### src/rtl/instruction_encode.sv
// instruction_encode: encodes RV32I field sets into instruction words, buffered in a 2-entry FIFO with byte addresses
// Ports: clk/rst (sync, active-high); in_valid/in_ready with opcode, rd, rs1, rs2, funct3, funct7, imm;
//        out_valid/out_ready with out_instr (FIFO head) and out_addr (address counter); err_bad_opcode (sticky).
module instruction_encode #(
    parameter logic [31:0] BASE_ADDR = 32'h0000_0000
) (
    input  logic        clk,
    input  logic        rst,
    input  logic        in_valid,
    output logic        in_ready,
    input  logic [6:0]  opcode,
    input  logic [4:0]  rd,
    input  logic [4:0]  rs1,
    input  logic [4:0]  rs2,
    input  logic [2:0]  funct3,
    input  logic [6:0]  funct7,
    input  logic [31:0] imm,
    output logic        out_valid,
    input  logic        out_ready,
    output logic [31:0] out_instr,
    output logic [31:0] out_addr,
    output logic        err_bad_opcode
);
    logic [31:0] enc;
    logic        bad;
    logic [31:0] mem_q [2];
    logic        wr_ptr_q;
    logic        rd_ptr_q;
    logic [1:0]  cnt_q;
    logic [1:0]  cnt_d;
    logic [31:0] addr_q;
    logic [31:0] addr_d;
    logic        err_q;
    logic        err_d;
    logic        push;
    logic        pop;

    always_comb begin
        enc = 32'h0000_0013;
        bad = 1'b0;
        case (opcode)
            7'b0110011: enc = {funct7, rs2, rs1, funct3, rd, opcode};
            7'b0010011: enc = (funct3 == 3'b001 || funct3 == 3'b101) ? {funct7, imm[4:0], rs1, funct3, rd, opcode}
                                                                      : {imm[11:0], rs1, funct3, rd, opcode};
            7'b0000011, 7'b1100111: enc = {imm[11:0], rs1, funct3, rd, opcode};
            7'b0100011: enc = {imm[11:5], rs2, rs1, funct3, imm[4:0], opcode};
            7'b1100011: enc = {imm[12], imm[10:5], rs2, rs1, funct3, imm[4:1], imm[11], opcode};
            7'b0110111, 7'b0010111: enc = {imm[31:12], rd, opcode};
            7'b1101111: enc = {imm[20], imm[10:1], imm[11], imm[19:12], rd, opcode};
            default: bad = 1'b1;
        endcase
    end

    assign in_ready       = cnt_q != 2'd2;
    assign out_valid      = cnt_q != 2'd0;
    assign out_instr      = mem_q[rd_ptr_q];
    assign out_addr       = addr_q;
    assign err_bad_opcode = err_q;
    assign push           = in_valid && in_ready;
    assign pop            = out_valid && out_ready;
    assign cnt_d          = cnt_q + 2'(push) - 2'(pop);
    assign addr_d         = pop ? addr_q + 32'd4 : addr_q;
    assign err_d          = err_q || (push && bad);

    always_ff @(posedge clk) begin
        if (rst) begin
            mem_q[0] <= '0;
            mem_q[1] <= '0;
            wr_ptr_q <= 1'b0;
            rd_ptr_q <= 1'b0;
            cnt_q    <= '0;
            addr_q   <= BASE_ADDR;
            err_q    <= 1'b0;
        end else begin
            if (push) begin
                mem_q[wr_ptr_q] <= enc;
                wr_ptr_q        <= ~wr_ptr_q;
            end
            if (pop) rd_ptr_q <= ~rd_ptr_q;
            cnt_q  <= cnt_d;
            addr_q <= addr_d;
            err_q  <= err_d;
        end
    end
endmodule

### config.mk
export PLATFORM = sky130hd
export DESIGN_NAME = instruction_encode
export DESIGN_NICKNAME = d
export VERILOG_FILES = /design/src/rtl/instruction_encode.sv
export SDC_FILE = /design/constraint.sdc
export NUM_CORES = 1
export LEC_CHECK = 0
export ABC_AREA = 1
export CAP_MARGIN = 10
export CORE_MARGIN = 2
export CORE_UTILIZATION = 51
export CTS_CLUSTER_DIAMETER = 50
export DETAILED_ROUTE_END_ITERATION = 8
export HOLD_SLACK_MARGIN = 0.15
export PLACE_DENSITY = 0.81
export SYNTH_ARGS = -nofsm -noshare
export SYNTH_HDL_FRONTEND = slang
export SYNTH_SLANG_ARGS = --single-unit
### constraint.sdc
create_clock -name clk -period 3.1 [get_ports clk]
set_input_delay 0.62 -clock clk [delete_from_list [all_inputs] [get_ports clk]]
set_output_delay 0.62 -clock clk [all_outputs]
set_load 0.005 [all_outputs]
==> results.tsv <==
stage	metric	value	unit
sta	Setup TNS Final	0	ns
die	Die Span X	111	microns
clocking	Max clock buf depth	2	
power	VDD IR-drop max	524	uV
finish	most frequent cells in the layout	nand2_1, nor2_1, clkdlybuf4s50_1, nand3_1, edfxtp_1	
hold_path	min-delay worst type	flop to flop	
outcome	status	completed	
finish	share of layout cells above drive strength 1	7.32	%
global_routing	initial antenna violation count	0	
placement	input/output buffers	132	
clocking	Hold-fix buffers, CTS	0	
clocking	CTS Sinks	100	
power	sw power	937	uW
synthesis	synthesized area	0.00587	sq mm
die	Die H	111	microns
sta	measured slew at the worst slew-check pin	0.896	ns
placement	placed cell count	1029	
die	die area	0.0124	sq mm
global_routing	first-pass GRT wire length	24.7	mm
global_routing	largest net degree at the start of global routing	33	
clocking	CTS tree	done	
die	IO Count	135	
finish	ant diodes	0	
route	Routed wire per std cell	14.4	microns
clocking	post-cts resize count	0	
power	P per Cell Area	469	mW/mm^2
sta	unrepaired setup endpoints after global routing	false	
critical_path	Data arrival, critical path	1.93	ns
clocking	htree depth	3	
route	First-pass DRT Iterations	5	
clocking	Clock transition at path regs	0.06	ns
global_routing	GR Util All Layers	24.7	%
die	core box area	0.0113	sq mm
synthesis	Ys Warns	0	
power	Combinational Power Share	24.0	%
route	Post-DRT Antenna Nets	0	
power	Lkg Pwr	0.00304	uW
sta	Final Hold Fails	0	
critical_path	CP startpoint kind	flop	
power	Internal	2610	uW
synthesis	Syn Inst Count	773	
sta	Final Max Slew Viols	0	
route	Post-Route WL	15.0	mm
global_routing	vias in the first global route	5013	
route	vias after detailed routing	5568	
clocking	Root Buffer	clkbuf_16	
sta	clk_skew	0.00594	ns
clocking	total setup buffers inserted after CTS	0	
finish	Post-Layout Cell Count	1045	
clocking	cts bufs inserted	9	
sta	minimum clock period	2.55	ns
power	Flop pwr share	44.6	%
flow_run	Max Cap Viol	0	
synthesis	Distinct cells, synth	32	
finish	Net count, final	968	
finish	Multi-input gate area	0.00279	sq mm
route	initial DRC count	501	
sta	Max Clk Rate	392	MHz
critical_path	critical path class	flop to primary output	
sta	Final period util	82.4	%
global_routing	grt ovf	0	
finish	area grow syn2layout	28.9	%
power	Sw Share	26.4	%
placement	Placer Congestion	0.912	
placement	hpwl dp	10.8	mm
synthesis	Post-Syn Area per Cell	7.59	sq um
sta	Slew headroom	40.2	%
finish	total area of sequential cells	0.00264	sq mm
route	DR vias/cell	5.33	
die	initial core utilization	51.9	%
power	clock share of power	31.4	%
finish	most common cell after layout, fill and taps aside	nand2_1	
sta	Fin Hold WS	0.456	ns
synthesis	#FFs+latches synth	100	
critical_path	CP Max Fanout	32	
die	Cell Rows	39	
synthesis	register area share after synthesis	45.0	%
route	DRC Markers	0	
finish	# fillers	926	
critical_path	data required time at the worst endpoint	2.48	ns
critical_path	Worst setup EP type	primary output	
clocking	clk_lat worst skew	0.35	ns
sta	setup violators final	0	
## through the flow
step	setup slack [ns]	instance area, sq um	total power (uW)	util (%)
after detailed placement	0.375	7270	2470	64.2
after global routing	0.463	7570	3700	66.8
after floorplan	0.631	5870	2000	-
after global placement	0.415	7270	2450	64.2
after CTS	0.518	7570	3570	66.8
final	0.547	7570	3550	66.8
## worst max-delay path: stages, from the launching register on
cell             delay, ns
dfxtp_1               0.31
buf_4                 0.39
mux2_2                0.40
clkdlybuf4s50_1       0.48
## cells by family (layout without fill, tap and decap cells)
group / Yosys count / after routing / synth area share (%)
xor+xnor: 4 / 4 / 0.597
fa+ha+maj: 3 / 3 / 0.639
mux: 32 / 32 / 6.14
flops: 100 / 100 / 45.0
buf+inv: 96 / 224 / 7.59
other cells: 1 / 2 / 0.0639
simple gates: 491 / 491 / 35.8
compound gates: 46 / 46 / 4.18
## layer usage
| metal | global-route usage, % | vias to the layer above | part of all wire [%] |
|---|---|---|---|
| li1 | - | 2769 | - |
| met1 | 33.7 | 2540 | 44 |
| met2 | 40.1 | 242 | 47 |
| met3 | 4.87 | 17 | 7.9 |
| met4 | 7.08 | 0 | 1.4 |
| met5 | 0 | - | 0 |
## cell type report
cell class              count  share of cell area (%)
clock inverters             6                   0.860
multi-input cells         578                    36.8
inverters                  64                    3.18
well taps                 143                    2.36
clock buffers              10                    3.03
repair buffers            144                    18.8
flip-flops and latches    100                    34.9
## flip-flops by register name, indices dropped and copies added (netlist names), named ones only
name	flops
out_addr	30
mem_q	64
cnt_q	2
wr_ptr_q	1
rd_ptr_q	1
err_bad_opcode	1
## synthesized netlist by cell type, drive strengths merged
cell type,instances,area (sq um)
o21ai,18,90.1
xor2,3,26.3
nand4,19,119
nor2,147,602
o21bai,3,22.5
mux2,32,360
inv,64,240
and3,1,6.26
dfxtp,36,721
o21a,3,22.5
ha,3,37.5
buf,25,179
a21oi,22,110
nand3,88,453
xnor2,1,8.76
nand3b,1,7.51
conb,1,3.75
clkbuf,7,26.3
edfxtp,64,1920
nand2,230,888
nor3,5,25.0
## power by group through the flow
| stage | clock (uW) | combinational [uW] | sequential (uW) |
|---|---|---|---|
| after floorplan | 0 | 399 | 1600 |
| after global placement | 0 | 846 | 1610 |
| after detailed placement | 0 | 852 | 1610 |
| after CTS | 1120 | 859 | 1580 |
| after global routing | 1180 | 926 | 1600 |
| final | 1120 | 850 | 1580 |
## worst paths after layout
check | from | end | slack, ns | depth (start not counted)
max | flop | out_instr[11] | 0.55 | 3
min | rd_ptr_q | rd_ptr_q | 0.46 | 1
max reg2reg | cnt_q[0] | mem_q[1][12] | 1.32 | 8
min reg2reg | rd_ptr_q | rd_ptr_q | 0.46 | 1
Power figures use the tool's default switching activity.
